## src/rtl/maptable_ckpt_ctrl.sv

```systemverilog
// ---------------------------------------------------------------------------
// maptable_ckpt_ctrl
// Branch checkpoint controller for the speculative register map table.
// A dispatching branch takes a checkpoint slot, and the slot stores a copy of
// the map state. Live slots are kept in age order in a circular buffer,
// oldest at head and youngest at tail-1. When a branch mispredicts, its slot
// and all younger slots are reclaimed. The map table is then restored from
// the saved copy through a one-cycle registered pulse.
//
// Ports
//   i_clock            system clock, rising edge
//   i_reset            asynchronous active-low reset
//   i_flush            precise-state recovery; discards every checkpoint
//   i_alloc_req        branch dispatching this cycle wants a checkpoint
//   i_alloc_map        map state to capture on grant
//   o_alloc_gnt        checkpoint granted this cycle (combinational)
//   o_alloc_tag        slot id assigned on grant (tail index)
//   o_full             all slots between head and tail; branches must stall
//   i_resolve_valid    a branch resolves this cycle
//   i_resolve_tag      checkpoint id of the resolving branch
//   i_resolve_mispred  1 = mispredicted, 0 = correctly predicted
//   o_restore_en       registered pulse; map table loads o_restore_map
//   o_restore_map      snapshot being restored, valid with o_restore_en
//   o_live_mask        valid bit per slot
//   o_count            slots between head and tail (incl. freed-not-reclaimed)
//
// Allocation handshake: i_alloc_req acts as valid. o_alloc_gnt acts as ready
// qualified by valid. A checkpoint is consumed on a rising edge only when
// i_alloc_req and o_alloc_gnt are both high. The requester holds the
// request (and the map) until it sees a grant.
// ---------------------------------------------------------------------------
module maptable_ckpt_ctrl #(
    parameter int NCKPT = 4,
    parameter int PR_W  = 6
) (
    input  logic                           i_clock,
    input  logic                           i_reset,
    input  logic                           i_flush,
    input  logic                           i_alloc_req,
    input  logic [32*PR_W-1:0]             i_alloc_map,
    output logic                           o_alloc_gnt,
    output logic [$clog2(NCKPT)-1:0]       o_alloc_tag,
    output logic                           o_full,
    input  logic                           i_resolve_valid,
    input  logic [$clog2(NCKPT)-1:0]       i_resolve_tag,
    input  logic                           i_resolve_mispred,
    output logic                           o_restore_en,
    output logic [32*PR_W-1:0]             o_restore_map,
    output logic [NCKPT-1:0]               o_live_mask,
    output logic [$clog2(NCKPT):0]         o_count
);

    localparam int CW = $clog2(NCKPT);
    localparam int MW = 32 * PR_W;

    // Pointers carry one extra wrap bit so full and empty can be told apart.
    logic [CW:0]       r_head;
    logic [CW:0]       r_tail;
    logic [NCKPT-1:0]  r_valid;
    logic [MW-1:0]     r_snap [NCKPT];
    logic              r_restore_en;
    logic [MW-1:0]     r_restore_map;

    logic [CW:0]       w_count;
    logic              w_full;
    logic [CW-1:0]     w_head_idx;
    logic [CW-1:0]     w_tail_idx;
    logic              w_tag_live;
    logic              w_mispred;
    logic              w_correct;
    logic              w_alloc_gnt;
    logic              w_reclaim;
    logic [CW-1:0]     w_mp_off;
    logic [CW:0]       w_mp_tail;
    logic [NCKPT-1:0]  w_kill;
    logic [NCKPT-1:0]  w_valid_nxt;
    logic [CW-1:0]     w_slot_off;

    assign w_count    = r_tail - r_head;
    assign w_full     = (w_count == (CW+1)'(NCKPT));
    assign w_head_idx = r_head[CW-1:0];
    assign w_tail_idx = r_tail[CW-1:0];

    // Resolves aimed at slots that are not live are dropped entirely.
    assign w_tag_live = r_valid[i_resolve_tag];
    assign w_mispred  = i_resolve_valid & i_resolve_mispred & w_tag_live;
    assign w_correct  = i_resolve_valid & ~i_resolve_mispred & w_tag_live;

    // Grant uses the registered full. A reclaim in the same cycle does not
    // open a slot until the next cycle.
    assign w_alloc_gnt = i_alloc_req & ~w_full & ~i_flush & ~w_mispred;

    // The reclaim looks only at the registered valid bits. A slot cleared by
    // a resolve this cycle therefore becomes reclaimable one cycle later.
    assign w_reclaim = (w_count != '0) & ~r_valid[w_head_idx]
                     & ~(w_mispred & (w_head_idx == i_resolve_tag));

    // The new tail has the same age offset from head as the mispredicted
    // slot. This keeps head <= tail <= old tail without handling the wrap
    // bit separately.
    assign w_mp_off  = i_resolve_tag - w_head_idx;
    assign w_mp_tail = r_head + {1'b0, w_mp_off};

    // A slot is killed when its age offset is at least the offset of the
    // mispredicted slot. Slots beyond the old tail are already invalid.
    always_comb begin
        w_kill     = '0;
        w_slot_off = '0;
        for (int i = 0; i < NCKPT; i++) begin
            w_slot_off = CW'(i) - w_head_idx;
            w_kill[i]  = (w_slot_off >= w_mp_off);
        end
    end

    always_comb begin
        w_valid_nxt = r_valid;
        if (w_mispred) begin
            w_valid_nxt = r_valid & ~w_kill;
        end else begin
            if (w_correct)   w_valid_nxt[i_resolve_tag] = 1'b0;
            if (w_alloc_gnt) w_valid_nxt[w_tail_idx]    = 1'b1;
        end
    end

    always_ff @(posedge i_clock or negedge i_reset) begin
        if (!i_reset) begin
            r_head        <= '0;
            r_tail        <= '0;
            r_valid       <= '0;
            r_restore_en  <= 1'b0;
            r_restore_map <= '0;
        end else if (i_flush) begin
            r_head       <= '0;
            r_tail       <= '0;
            r_valid      <= '0;
            r_restore_en <= 1'b0;
        end else begin
            r_valid      <= w_valid_nxt;
            r_restore_en <= w_mispred;
            if (w_mispred)   r_restore_map <= r_snap[i_resolve_tag];
            if (w_reclaim)   r_head <= r_head + 1'b1;
            if (w_mispred)   r_tail <= w_mp_tail;
            else if (w_alloc_gnt) r_tail <= r_tail + 1'b1;
        end
    end

    // Snapshot storage is not reset. A slot's contents matter only while its
    // valid bit is set.
    always_ff @(posedge i_clock) begin
        if (w_alloc_gnt) r_snap[w_tail_idx] <= i_alloc_map;
    end

    assign o_alloc_gnt   = w_alloc_gnt;
    assign o_alloc_tag   = w_tail_idx;
    assign o_full        = w_full;
    assign o_restore_en  = r_restore_en;
    assign o_restore_map = r_restore_map;
    assign o_live_mask   = r_valid;
    assign o_count       = w_count;

endmodule
```

## config.mk

```make
export PLATFORM = sky130hd
export DESIGN_NAME = maptable_ckpt_ctrl
export DESIGN_NICKNAME = d
export VERILOG_FILES = /design/src/rtl/maptable_ckpt_ctrl.sv
export SDC_FILE = /design/constraint.sdc
export NUM_CORES = 1
export LEC_CHECK = 0
export CAP_MARGIN = 15
export CORE_UTILIZATION = 50
export CTS_BUF_LIST = sky130_fd_sc_hd__clkbuf_8
export CTS_CLUSTER_SIZE = 12
export DETAILED_ROUTE_END_ITERATION = 10
export PLACE_DENSITY = 0.76
export SKIP_LAST_GASP = 1
export SYNTH_ARGS = -nofsm -noshare
export SYNTH_HDL_FRONTEND = slang
export SYNTH_SLANG_ARGS = --single-unit
```

## constraint.sdc

```tcl
create_clock -name i_clock -period 9.4 [get_ports i_clock]
set_input_delay 1.88 -clock i_clock [delete_from_list [all_inputs] [get_ports i_clock]]
set_output_delay 1.88 -clock i_clock [all_outputs]
set_load 0.1 [all_outputs]
```

==> Implementation_results.wiki, run 1 <==
{| class="wikitable"
! Metric !! Value
|-
| Leftover overflow at the end of global routing || 0
|-
| Path type of the worst min-delay path || reg -> reg
|-
| Number of antenna violations at the first check in global routing || 27
|-
| RSZ-0062 raised after global routing || false
|-
| Die X-Extent || 269 um
|-
| Maximum clock rate || 150 MHz
|-
| Clk Latency, worst-skew pair || 0.78 ns
|-
| Clock-pin transition on the worst setup and hold timing paths || 0.05 ns
|-
| Total count of max-transition violations in the final report || 0
|-
| Power per standard cell area || 297 nW/um^2
|-
| Share of cells above drive strength 1 || 16.5%
|-
| Number of H-tree levels || 4
|-
| Post-DRT Antenna Nets || 0
|-
| Overall die area || 72500 um^2
|-
| Clock skew || 0.0392 ns
|-
| Number of buffers added by the clock tree synthesis step || 155
|-
| Xor/xnor share of the synthesized area || 0.137%
|-
| Number of port buffers || 403
|-
| DRC marker count from the first detailed-route iteration || 1420
|-
| Global-route wire length before repair || 119000 um
|-
| Run status || complete, no violations
|-
| Critical Path End Type || output port
|-
| Total global-route track usage || 22.1%
|-
| # clock sinks || 971
|-
| Worst Setup Slack post-DPL || 2.63 ns
|-
| DR WL/cell || 22.5 um
|-
| Transition at the pin with the smallest max-transition slack || 1.13 ns
|-
| Combinational family with the most area after synthesis || multiplexers
|-
| First-pass iteration count of the detailed router || 5
|-
| Data arrival time of the critical path || 4.77 ns
|-
| Io pins || 404
|-
| Ratio of final minimum period to clock period || 70.7%
|-
| Ratio of routed vias to standard cells || 5.37
|-
| Post-route worst setup slack || 2.75 ns
|-
| Vertical die dimension || 269 um
|-
| Leading cell type in the layout, fill and taps excluded || sky130_fd_sc_hd__edfxtp_1
|-
| Worst-case clock buffer depth || 3
|-
| Post-Place Cells || 3191
|-
| Number of nets in the synthesized netlist || 2133
|-
| Number of nets in the layout || 2622
|-
| Post-synthesis sequential element count || 971
|-
| Minimum period implied by the final worst setup slack || 6.65 ns
|-
| Number of placement rows || 97
|-
| Number of buffers inserted for hold repair after clock tree synthesis || 0
|-
| Final worst hold slack || 0.475 ns
|-
| Largest net degree at the start of global routing || 147
|-
| Max_slew headroom || 24.2%
|-
| CTS Root Buffer Type || sky130_fd_sc_hd__clkbuf_8
|-
| Overall via count from detail_route || 18708
|-
| Adder-cell share of the synthesized area || 0.574%
|-
| Total detailed-routing wirelength || 78500 um
|-
| Largest vdd supply drop || 0.000288 V
|-
| Count of final hold-check violations || 0
|-
| Routability congestion estimate from global placement || 0.808
|-
| Synth Warn # || 0
|-
| Leakage || 16.2 nW
|-
| Area of the placeable core || 70400 um^2
|-
| Post-synthesis share of cell area spent on and, or, nand and nor gates || 6.45%
|-
| Commonest non-fill, non-tap cells in the layout || sky130_fd_sc_hd__edfxtp_1 (768), sky130_fd_sc_hd__nand2_1 (584), sky130_fd_sc_hd__clkdlybuf4s50_1 (398)
|-
| Sum of net half-perimeters after detailed placement || 44100 um
|-
| Seq/Total Area, Yosys || 78.8%
|-
| Resized cells post-CTS || 0
|-
| Average instance area after synthesis || 18.6 um^2
|-
| Mux cell area share after synthesis || 12.3%
|-
| Number of setup violations in the final report || 0
|-
| Count of buffers added by post-CTS timing repair for setup || 0
|-
| Post-synth cell types || 38
|-
| Vias in the first global route || 19578
|-
| Highest fanout seen on the critical path || 68
|-
| Clock tree from TritonCTS || yes
|-
| Number of standard cells in the final layout excluding fillers || 3486
|-
| Worst Path Class, Setup || in -> out
|-
| Area growth syn-to-layout || 22.4%
|-
| Initial core utilization || 50.8%
|-
| Number of max-cap violations || 0
|-
| Synth Instances || 1919
|-
| Sum of negative setup slack || 0 ns
|-
| Synthesized-area fraction occupied by ao, oa, aoi and oai cells || 0.518%
|-
| Count of unresolved DRC violations after routing || 0
|-
| Data required time of the critical path || 7.52 ns
|-
| Post-synthesis cell area || 35700 um^2
|-
| Setup crit start kind || input pin
|-
| Post-route total power || 13.0 mW
|}
==> final timing paths <==
kind	start	endpoint	slack, ns	cells after the start
worst max-delay path	i_resolve_tag[0]	o_alloc_gnt	2.75	5
worst min-delay path	o_restore_map[88]$_DFFE_PN0P_	o_restore_map[88]$_DFFE_PN0P_	0.47	2
worst max register to register	r_tail[0]$_DFFE_PN0P_	r_snap[3][78]$_DFFE_PP_	5.49	7
worst min register to register	o_restore_map[88]$_DFFE_PN0P_	o_restore_map[88]$_DFFE_PN0P_	0.47	2
max in group asynchronous	i_reset	o_restore_map[108]$_DFFE_PN0P_	6.90	2
min in group asynchronous	i_reset	o_restore_map[185]$_DFFE_PN0P_	1.15	1
==> per-stage QoR <==
| step | instance area, um^2 | utilization [%] |
|---|---|---|
| after floorplan | 35700 | - |
| after global placement | 40800 | 57.9 |
| after detailed placement | 40800 | 57.9 |
| after CTS | 43700 | 62.1 |
| after global routing | 43700 | 62.1 |
| final | 43700 | 62.1 |
==> layer usage <==
layer  up-vias  global-route usage, %  share of wire (%)
met5         -                      0               0.24
met4        32                   8.07                2.2
met3       133                   7.28                8.3
met2       640                   35.9                 50
met1      9666                   27.8                 39
li1       8237                      -                  -
==> logic make-up (layout without fill, tap and decap cells) <==
group	count (synthesis)	after routing
buffers and inverters	104	718
xor gates and xnor gates	4	4
other	0	13
DFF	971	971
and+or+nand+nor	604	604
AOI/OAI and AO/OA	27	27
adders and majority gates	14	14
muxes	195	195
==> worst max-delay path: stages <==
cell                              delay (ns)
sky130_fd_sc_hd__buf_8                  0.59
sky130_fd_sc_hd__mux4_2                 0.68
sky130_fd_sc_hd__and2_1                 0.19
sky130_fd_sc_hd__nor3_1                 0.23
sky130_fd_sc_hd__clkdlybuf4s50_1        1.19
==> state kept, by name, indices dropped and copies added (netlist names) <==
register / cells
o_restore_map: 192
r_head: 3
o_restore_en: 1
r_snap: 768
r_tail: 3
o_live_mask: 4
==> report_power, final <==
part / internal (mW) / total [mW] / switching (mW)
registers: 5.24 / 5.53 / 0.283
logic: 0.927 / 4.15 / 3.22
clock network: 1.71 / 3.32 / 1.61
total: 7.88 / 13.0 / 5.11
==> layout make-up <==
cell class                 count  area, um^2
antenna                       13        32.5
clock buffer                 167        2300
clock inverter               115         603
fill                        5001       26700
inverter                      15        61.3
multi-input combinational    844        7160
sequential                   971       28100
tap                          940        1180
timing repair buffer         421        4240
==> synth_stat cells, drive strengths merged <==
| cell | n | area (um^2) |
|---|---|---|
| a211oi | 2 | 15.0 |
| a21boi | 1 | 7.51 |
| a21o | 2 | 15.0 |
| a21oi | 2 | 10.0 |
| a22oi | 2 | 15.0 |
| a2bb2oi | 1 | 8.76 |
| a31o | 3 | 26.3 |
| and2 | 2 | 12.5 |
| and3 | 4 | 25.0 |
| and4 | 1 | 11.3 |
| buf | 56 | 278 |
| clkbuf | 33 | 124 |
| dfrtp | 203 | 5080 |
| edfxtp | 768 | 23100 |
| fa | 4 | 80.1 |
| ha | 10 | 125 |
| inv | 15 | 56.3 |
| mux2 | 1 | 11.3 |
| mux4 | 194 | 4370 |
| nand2 | 584 | 2190 |
| nand3 | 1 | 5.00 |
| nor2 | 6 | 22.5 |
| nor2b | 3 | 18.8 |
| nor3 | 1 | 5.00 |
| nor4 | 1 | 6.26 |
| o21a | 1 | 7.51 |
| o21ai | 8 | 40.0 |
| o21bai | 2 | 15.0 |
| o22a | 1 | 8.76 |
| o31ai | 1 | 7.51 |
| o41ai | 1 | 8.76 |
| or4 | 1 | 7.51 |
| xnor2 | 1 | 8.76 |
| xnor3 | 1 | 22.5 |
| xor2 | 2 | 17.5 |
Power figures use the tool's default switching activity.
==> run 2: changes to the inputs <==
- clock period: 9.4 -> 6.6 ns (I/O delays scaled with it)
==> run 2 against run 1 <==
  * Clock-buffer cell count grew 1
  * Total power grew 43%
  * Hold slack lost 0.0045 ns
  * Combinational power grew 42%
  * Critical path type is now reg -> out
==> Implementation_results.wiki, run 2 (synthesized netlist as in run 1, its figures left out) <==
{| class="wikitable"
! Metric !! Value
|-
| Run status || complete, no violations
|-
| Share of power burned in registers || 42.5%
|-
| Routability congestion estimate from global placement || 0.817
|-
| DR WL/cell || 22.2 um
|-
| Setup crit start kind || flop
|-
| Count of final hold-check violations || 0
|-
| Ratio of final minimum period to clock period || 78.3%
|-
| Total buffers and inverters traversed by the critical path || 2
|-
| Leakage || 16.2 nW
|-
| Critical path's largest stage delay || 1.17 ns
|-
| Post-route total power || 18.6 mW
|-
| Largest register FFs || 768
|-
| Area of the placeable core || 70400 um^2
|-
| CTS Root Buffer Type || sky130_fd_sc_hd__clkbuf_8
|-
| Switching share of power || 39.2%
|-
| Worst R2R Start || r_tail[0]$_DFFE_PN0P_
|-
| Proportion of power drawn by combinational gates || 31.8%
|-
| First-pass iteration count of the detailed router || 5
|-
| Global-route wire length before repair || 119000 um
|-
| Commonest non-fill, non-tap cells in the layout || sky130_fd_sc_hd__edfxtp_1 (768), sky130_fd_sc_hd__nand2_1 (584), sky130_fd_sc_hd__clkdlybuf4s50_1 (400)
|-
| Hold path startpoint || o_restore_map[52]$_DFFE_PN0P_
|-
| Clk Latency, worst-skew pair || 0.77 ns
|-
| Number of buffers inserted for hold repair after clock tree synthesis || 0
|-
| Register-to-register setup slack || 3.01 ns
|-
| Worst path cell trace || inv_1 > ha_1 > fa_1 > xnor3_1 > o21ai_0 > nor3_1 > clkdlybuf4s50_1
|-
| Critical Path End Type || output port
|-
| Hold Path End || o_restore_map[52]$_DFFE_PN0P_
|-
| Post-route worst setup slack || 1.43 ns
|-
| Maximum clock rate || 194 MHz
|-
| Overall via count from detail_route || 18749
|-
| Largest register by flop count || r_snap
|-
| Internal power consumption || 11.3 mW
|-
| Minimum period implied by the final worst setup slack || 5.17 ns
|-
| Clock skew || 0.0431 ns
|-
| Total detailed-routing wirelength || 77700 um
|-
| R2r worst-path depth || 7
|-
| Clock tree from TritonCTS || yes
|-
| Path type of the worst min-delay path || reg -> reg
|-
| Leading cell type in the layout, fill and taps excluded || sky130_fd_sc_hd__edfxtp_1
|-
| Overall die area || 72500 um^2
|-
| Leftover overflow at the end of global routing || 0
|-
| Worst Setup Slack post-DPL || 1.42 ns
|-
| Number of H-tree levels || 4
|-
| Count of unresolved DRC violations after routing || 0
|-
| Vias in the first global route || 19965
|-
| Worst-case clock buffer depth || 3
|-
| Data required time of the critical path || 5.28 ns
|-
| Sum of negative setup slack || 0 ns
|-
| Total global-route track usage || 21.9%
|-
| Relative contribution of the clock network to total power || 25.8%
|-
| Share of cells above drive strength 1 || 17.1%
|-
| Number of nets in the layout || 2633
|-
| Ratio of routed vias to standard cells || 5.36
|-
| Total count of max-transition violations in the final report || 0
|-
| Die X-Extent || 269 um
|-
| Largest vdd supply drop || 0.000423 V
|-
| Io pins || 404
|-
| Largest net degree at the start of global routing || 105
|-
| Highest fanout seen on the critical path || 6
|-
| RSZ-0062 raised after global routing || false
|-
| Sum of net half-perimeters after detailed placement || 45200 um
|-
| Count of buffers added by post-CTS timing repair for setup || 0
|-
| Initial core utilization || 50.8%
|-
| Crit Reg-Reg Endpoint || r_snap[0][138]$_DFFE_PP_
|-
| Post-DRT Antenna Nets || 0
|-
| Vertical die dimension || 269 um
|-
| # clock sinks || 971
|-
| Number of buffers added by the clock tree synthesis step || 156
|-
| Number of port buffers || 403
|-
| Number of placement rows || 97
|-
| Largest delay share family, worst path || buffers and inverters
|-
| Count of filler cells inserted in the layout || 4850
|-
| Worst Path Class, Setup || reg -> out
|-
| Max_slew headroom || 23.1%
|-
| Slowest cell on the critical path || sky130_fd_sc_hd__clkdlybuf4s50_1
|-
| Hold Crit Depth || 2
|-
| Transition at the pin with the smallest max-transition slack || 1.15 ns
|-
| Power per standard cell area || 423 nW/um^2
|-
| Data arrival time of the critical path || 3.85 ns
|-
| Number of max-cap violations || 0
|-
| Power dissipated by switching net loads || 7.27 mW
|-
| Area growth syn-to-layout || 22.8%
|-
| Resized cells post-CTS || 0
|-
| Clock-pin transition on the worst setup and hold timing paths || 0.06 ns
|-
| Number of setup violations in the final report || 0
|-
| DRC marker count from the first detailed-route iteration || 1471
|-
| Number of antenna violations at the first check in global routing || 22
|}
run 2: layer usage:
metal / GRT usage [%] / share of wire, %
met1: 28.3 / 40
met2: 35.5 / 50
met3: 6.11 / 6.9
met4: 8.57 / 2.6
met5: 0 / 0.19
run 2: layout make-up:
type                    instances  area [um^2]  share of cell area [%]
clock inverters               116          613                    1.40
inverters                      15         61.3                   0.140
well taps                     940         1180                    2.68
flip-flops and latches        971        28100                    64.1
multi-input cells             844         7160                    16.3
clock buffers                 168         2310                    5.27
repair buffers                431         4400                    10.0
diodes                         11         27.5                  0.0627
run 2: through the flow:
stage               std cells  utilization (%)  area, um^2  hold slack (ns)
global route             3493             62.3       43900            0.498
global placement         3201             58.1       40900            0.457
finish                   3496             62.3       43900            0.470
CTS                      3485             62.3       43900            0.475
floorplan                1919                -       35700            0.550
detailed placement       3201             58.1       40900            0.461
run 2: worst register-to-register path: cells and delay by family, from the launching register on:
kind	cells	cell delay, ns
simple gates	1	0.96
xor+xnor	1	0.33
buf+inv	2	0.62
flops	1	0.43
fa+ha+maj	2	0.61
compound gates	1	0.29
run 2: worst max-delay path by stage:
| stage | to | startpoint | depth (start not counted) | slack [ns] |
|---|---|---|---|---|
| CTS | o_alloc_gnt | r_tail[0]$_DFFE_PN0P_ | 7 | 1.34 |
| global placement | o_alloc_gnt | i_resolve_tag[0] | 5 | 1.39 |
| finish | o_alloc_gnt | r_tail[0]$_DFFE_PN0P_ | 7 | 1.43 |
| detailed placement | o_alloc_gnt | i_resolve_tag[0] | 5 | 1.42 |
| global route | o_alloc_gnt | r_tail[0]$_DFFE_PN0P_ | 7 | 1.19 |
| floorplan | o_alloc_gnt | i_resolve_tag[0] | 4 | 1.05 |
run 2: power groups by stage:
stage	clock network, mW	logic [mW]	registers, mW
5_1_grt	5.18	6.09	7.95
3_5_place_dp	0	5.93	7.98
3_3_place_gp	0	5.87	7.95
4_1_cts	4.92	5.93	7.88
6_report	4.78	5.89	7.88
2_1_floorplan	0	1.07	11.2
